## config.mk

```make
export PLATFORM = sky130hd
export DESIGN_NAME = chacha_block_sched
export DESIGN_NICKNAME = d
export VERILOG_FILES = /design/src/rtl/chacha_block_sched.sv
export SDC_FILE = /design/constraint.sdc
export NUM_CORES = 1
export LEC_CHECK = 0
export CAP_MARGIN = 40
export CORE_AREA = 2 2 272 221
export DETAILED_ROUTE_END_ITERATION = 10
export DIE_AREA = 0 0 274 223
export PLACE_DENSITY = 0.7
export SYNTH_ARGS = -nofsm -noshare
export SYNTH_HDL_FRONTEND = slang
export SYNTH_SLANG_ARGS = --single-unit
```

## constraint.sdc

```tcl
create_clock -name clk -period 5.47 [get_ports clk]
set_input_delay 1.094 -clock clk [delete_from_list [all_inputs] [get_ports clk]]
set_output_delay 1.094 -clock clk [all_outputs]
set_load 0.05 [all_outputs]
```

## src/rtl/chacha_block_sched.sv

```systemverilog
// ChaCha block scheduler: loads 16 words, drives an external QR datapath, drains results.
// Define CHACHA_FEEDFORWARD_EN to add the input copy bank and output feed-forward.
module chacha_block_sched #(
  parameter int DOUBLE_ROUNDS = 10
) (
  input  logic        clk,
  input  logic        rst_n,
  input  logic        in_valid,
  output logic        in_ready,
  input  logic [31:0] in_data,
  output logic        out_valid,
  input  logic        out_ready,
  output logic [31:0] out_data,
  output logic        busy,
  output logic        qr_sel,
  output logic [31:0] qr_a_o,
  output logic [31:0] qr_b_o,
  output logic [31:0] qr_c_o,
  output logic [31:0] qr_d_o,
  input  logic [31:0] qr_a_i,
  input  logic [31:0] qr_b_i,
  input  logic [31:0] qr_c_i,
  input  logic [31:0] qr_d_i
);

  typedef enum logic [1:0] {
    LOAD  = 2'd0,
    RUN   = 2'd1,
    DRAIN = 2'd2
  } state_t;

  localparam logic [3:0] LAST_RND = 4'(DOUBLE_ROUNDS - 1);

  state_t      state, state_nxt;
  logic [3:0]  idx;
  logic [3:0]  step;
  logic [3:0]  rnd;
  logic [31:0] x [16];

  logic [1:0]  slot;
  logic        diag;
  logic [1:0]  ob, oc, od;
  logic [3:0]  ia, ib, ic, id;

  // step[3] picks column/diagonal, step[2:1] the slot, step[0] the QR half
  always_comb begin
    slot = step[2:1];
    diag = step[3];
    ob   = slot + (diag ? 2'd1 : 2'd0);
    oc   = slot + (diag ? 2'd2 : 2'd0);
    od   = slot + (diag ? 2'd3 : 2'd0);
    ia   = {2'b00, slot};
    ib   = {2'b01, ob};
    ic   = {2'b10, oc};
    id   = {2'b11, od};
  end

  assign qr_a_o    = x[ia];
  assign qr_b_o    = x[ib];
  assign qr_c_o    = x[ic];
  assign qr_d_o    = x[id];
  assign qr_sel    = (state == RUN) && step[0];
  assign in_ready  = (state == LOAD);
  assign out_valid = (state == DRAIN);
  assign busy      = (state != LOAD);

  always_comb begin
    state_nxt = state;
    unique case (state)
      LOAD:
        if (in_valid && idx == 4'd15)
          state_nxt = RUN;
      RUN:
        if (step == 4'd15 && rnd == LAST_RND)
          state_nxt = DRAIN;
      DRAIN:
        if (out_ready && idx == 4'd15)
          state_nxt = LOAD;
      default:
        state_nxt = LOAD;
    endcase
  end

  always_ff @(posedge clk) begin
    if (!rst_n) begin
      state <= LOAD;
      idx   <= 4'd0;
      step  <= 4'd0;
      rnd   <= 4'd0;
      for (int i = 0; i < 16; i++)
        x[i] <= 32'd0;
    end else begin
      state <= state_nxt;
      unique case (state)
        LOAD:
          if (in_valid) begin
            x[idx] <= in_data;
            idx    <= idx + 4'd1;
          end
        RUN: begin
          x[ia] <= qr_a_i;
          x[ib] <= qr_b_i;
          x[ic] <= qr_c_i;
          x[id] <= qr_d_i;
          step  <= step + 4'd1;
          if (step == 4'd15)
            rnd <= (rnd == LAST_RND) ? 4'd0 : rnd + 4'd1;
        end
        DRAIN:
          if (out_ready)
            idx <= idx + 4'd1;
        default: ;
      endcase
    end
  end

`ifdef CHACHA_FEEDFORWARD_EN
  logic [31:0] init [16];

  always_ff @(posedge clk) begin
    if (!rst_n) begin
      for (int i = 0; i < 16; i++)
        init[i] <= 32'd0;
    end else if (state == LOAD && in_valid) begin
      init[idx] <= in_data;
    end
  end

  assign out_data = x[idx] + init[idx];
`else
  assign out_data = x[idx];
`endif

endmodule
```

# Word level (Yosys, flattened, before mapping)
# Memories as Yosys holds them, arrays and structs flattened. A register that Yosys moved wholly into a read port is not among the register bits.
# Cells that the tools add are included.
[classes]
n_lt_le_gt_ge = 0
n_addsub = 6
eq_ne = 10
mul = 0
reduce_logical = 15
muxes = 38
n_div = 0
shift = 0
bitwise = 0
[ops]
columns = ["op", "count"]
rows = [
  ["$mux W32", 5],
  ["$reduce_or A32 Y1", 5],
  ["$mux W4", 12],
  ["$mux W1", 14],
  ["$add A4 B1 Y4 const B", 3],
  ["$eq A4 B4 Y1 const B", 3],
  ["$mux W2", 5],
  ["$ne A2 B1 Y1 const B", 4],
  ["$pmux W4 S2", 1],
  ["$pmux W2 S3", 1],
  ["$reduce_and A3 Y1", 2],
  ["$add A2 B2 Y2", 2],
  ["$logic_and A1 B1 Y1", 4],
  ["$reduce_bool A2 Y1", 2],
  ["$add A2 B1 Y2", 1],
  ["$eq A2 B1 Y1 const B", 1],
  ["$eq A2 B2 Y1 const B", 1],
  ["$logic_not A2 Y1", 1],
  ["$ne A2 B2 Y1 const B", 1],
  ["$reduce_and A2 Y1", 1],
]
[word_totals]
word_cells = 74
ram_bits = 512
inputBits = 164
out_inout_bits = 164
ff_bits = 14
mem_bits_ro = 0
latch_bits = 0
mem_count = 1
[memory_table]
columns = ["name", "depth", "word_bits", "rd", "rd_ports_with_merged_regs", "wr", "line_no", "source"]
rows = [
  ["x", 16, 32, 5, 2, 16, "38", "logic [31:0] x [16];"],
]

# Logic depth before layout (Yosys ltp)
[depth]
depth_word = 7
ltp_mapped = 6
ltp_nobuf = 4

# Worst setup path after synthesis
# OpenSTA, ideal clock, no wires.
[synth_path]
kind = "input port to flip-flop"
start = "input port rst_n"
end = "memory x[3][0] (enable)"
path_buffers = 3
path_slack_ps = 697
stages = 6
arrival_ps = 4308
t_required_ps = 5004
setup_ps = 466
cell_sequence = "nand3b_1 -> buf_6 -> mux2_4 -> buf_6 -> buf_2 -> o21ai_0"
[synth_rtl]
columns = ["element", "line_no", "source"]
rows = [
  ["from (decl)", "7", "input logic rst_n,"],
  ["to (decl)", "38", ""],
]

# Final worst setup path
[layout_path]
start = "register step[2]"
end = "output port qr_d_o[25]"
[layout_between]
elab_chain_cells = 2
[layout_lines]
columns = ["element", "line_no", "source"]
rows = [
  ["from (decl)", "36", "logic [3:0] step;"],
  ["from (signal assigned)", "105", "step <= step + 4'd1;"],
  ["$add A2 B2 Y2", "51", "od = slot + (diag ? 2'd3 : 2'd0);"],
  ["$mem_v2 Z16 W32", "n/a", ""],
  ["to (decl)", "19", "output logic [31:0] qr_d_o,"],
]
# Every way passes these cells.

==> results.tsv <==
metric	value	unit
status	completed	
Req. time, crit path	4.38	ns
IO Port Bufs	327	
clk sinks	532	
cell area after synthesis	28900	um^2
reg2reg end	x[15][19]	
utilization after layout	59.5	%
post-CTS setup repair buffer count	0	
sequential area share after synthesis	54.5	%
count of pins over their slew limit	0	
min-delay worst type	flop to flop	
Top FF cell, synth	edfxtp_1	
R2R cell count	5	
count of max-cap constraint violations	0	
Unique masters post-synth	43	
routing usage on met1	48.1	%
fill count	4517	
Top Usage Layer GRT	met1	
Post-Synthesis Cells	1917	
root buffer cell	clkbuf_16	
CP peak stage delay	0.82	ns
R2R Path Start	state[0]	
Clk Latency, worst-skew pair	0.62	ns
crit path DAT	3.76	ns
commonest non-fill, non-tap cell in the layout	edfxtp_1	
setup violators final	0	
period utilization	88.6	%
Critical Path, Cell by Cell	ha_2 -> xor2_4 -> buf_4 -> mux4_2 -> clkdlybuf4s50_1	
tightest hold margin	0.507	ns
Buf/Inv on CP	2	
maximum VDD drop	193	uV
met3 global-route usage	9.30	%
placer congestion estimate	0.889	
setup TNS	0	ns
die extent in x	274	um
Clock Tree Buf Depth	3	
fraction of layout cells with a size suffix above 1	22.8	%
Worst path top cell family by delay	buffers and inverters	
antenna violations before repair	3	
antenna-violating nets left	0	
Via Count	22000	
DR iter-0 viols	3788	
setup ws final	0.621	ns
top post-synthesis cells by area	edfxtp_1 53%, mux4_2 20%, o32ai_1 12%	
vias in the first global route	21100	
Hold Startpoint	rnd[3]	
commonest cells after routing, fill and taps aside	512 x edfxtp_1, 384 x o32ai_1, 327 x clkdlybuf4s50_1	
Post-Syn Area per Cell	15.1	um^2
Yosys top cell area share	53.1	%
minimum clock period	4.85	ns
CP Max Fanout	34	
Pre-antenna DRT Iters	8	
CP max-delay cell	clkdlybuf4s50_1	
area leader, netlist	edfxtp_1	
Die ar.	61100	um^2
CP endpoint kind	output port	
Residual DRC	0	
worst hold stages	2	
RSZ-0062 raised after global routing	no	
H-tree lvl count	2	
power density cells	282	nW/um^2
gr usage total	32.0	%
fin nets	2322	
met2 usage	45.6	%
CTS tree	built	
FFs w/ async S/R, synth	0	%
DP HPWL	63300	um
total CTS buffers	56	
total gr overflow	0	
r2r setup slk	2.01	ns
Setup WS pre-CTS	0.848	ns
Slew Limit Headroom	46.8	%
final hold vios	0	
synth warn	0	
Area growth syn-to-layout	20.6	%
clock skew	0.0182	ns
P_leak	11.2	nW
Initial Util	49.3	%
cts repair resizes	0	
first-pass GRT wire length	143000	um
Worst setup SP type	flop	
row count	80	
largest net degree at the start of global routing	77	
clock-pin slew on the worst setup and hold paths	0.06	ns
# hold bufs at CTS	0	
worst slew pin tran	0.797	ns
Top Ports	328	
WL/cell	33.1	um
Routed WL	98400	um
f_max	206	MHz
EDFF count, synth	512	
syn_nets	2085	
crit path kind	flop to output port	
#FFs+latches synth	532	
core area	58700	um^2
Hold EP	rnd[3]	
average vias per placed instance	7.41	
Chip Height	223	um
[per-layer routing]
layer,vias up,share of wire [%]
met2,1904,44
met3,160,16
met1,11200,37
met5,-,0.024
met4,4,2.6
li1,8794,-
[cell usage after synthesis, drive strengths merged (3+ instances only)]
cell / count
o32ai: 384
nand4b: 3
edfxtp: 512
a21oi: 9
nand2b: 3
o21ai: 10
nor2: 8
or4: 3
mux2i: 37
xor2: 4
inv: 102
a22oi: 64
nand2: 45
o211ai: 12
nor3: 129
clkbuf: 154
mux4: 256
o31ai: 4
nor2b: 11
dfxtp: 20
buf: 114
and4b: 3
nand4: 4
or3: 3
ha: 4
nand3b: 4
[metrics by stage]
step           cell area (um^2)  power [mW]  cells
3_5_place_dp              33200        6.33   2873
4_1_cts                   34900        9.81   2971
2_1_floorplan             28900        5.64   1917
3_3_place_gp              33000        6.29   2857
5_1_grt                   34900        10.1   2974
6_report                  34900        9.84   2975
[registers in the layout, summed over array words and instances, names as in the netlist, named ones only]
name and flops:
idx 4, state 2, x 512, rnd 4, step 4
[worst reg2reg max path, delay by kind of cell (launching register included)]
family,cells,cell delay [ns]
buffers and inverters,2,0.93
AND/OR/NAND/NOR,1,0.55
AO/OA/AOI/OAI,1,0.25
multiplexers,1,0.52
flip-flops,1,0.81
[worst max-delay path by stage]
stage | cells after the start | startpoint | slack, ns | endpoint
finish | 5 | step[2] | 0.62 | qr_d_o[25]
global placement | 6 | rst_n | 0.86 | x[15][21]
CTS | 5 | step[2] | 0.62 | qr_d_o[12]
floorplan | 6 | rst_n | 0.70 | x[3][0]
global route | 5 | step[2] | 0.53 | qr_d_o[25]
detailed placement | 6 | rst_n | 0.85 | x[15][18]
[power by group]
group,internal [mW],switching [mW],leakage (nW),total [mW]
clock,1.95,1.60,0.805,3.55
sequential,4.62,0.0907,5.46,4.71
combinational,0.567,1.01,4.91,1.58
total,7.13,2.71,11.2,9.84
[layout make-up]
cell class	instances	area [um^2]	share of cell area [%]
flip-flops and latches	532	15800	45.3
repair buffers	447	4370	12.5
multi-input cells	1015	11700	33.6
inverters	102	383	1.10
diodes	2	5.00	0.0143
clock inverters	24	144	0.413
clock buffers	74	1490	4.27
well taps	779	975	2.79
[cell families (layout without fill, tap and decap cells)]
kind of cell	Yosys count	after routing	share of synthesized area [%]
XOR/XNOR	6	6	0.182
flip-flops	532	532	54.5
adder cells (fa/ha/maj)	4	4	0.173
AO/OA/AOI/OAI	487	487	14.1
multiplexers	294	294	21.7
AND/OR/NAND/NOR	224	224	3.96
other	0	2	0
buffers and inverters	370	647	5.37
No activity file was read; power rests on OpenSTA's default activity.
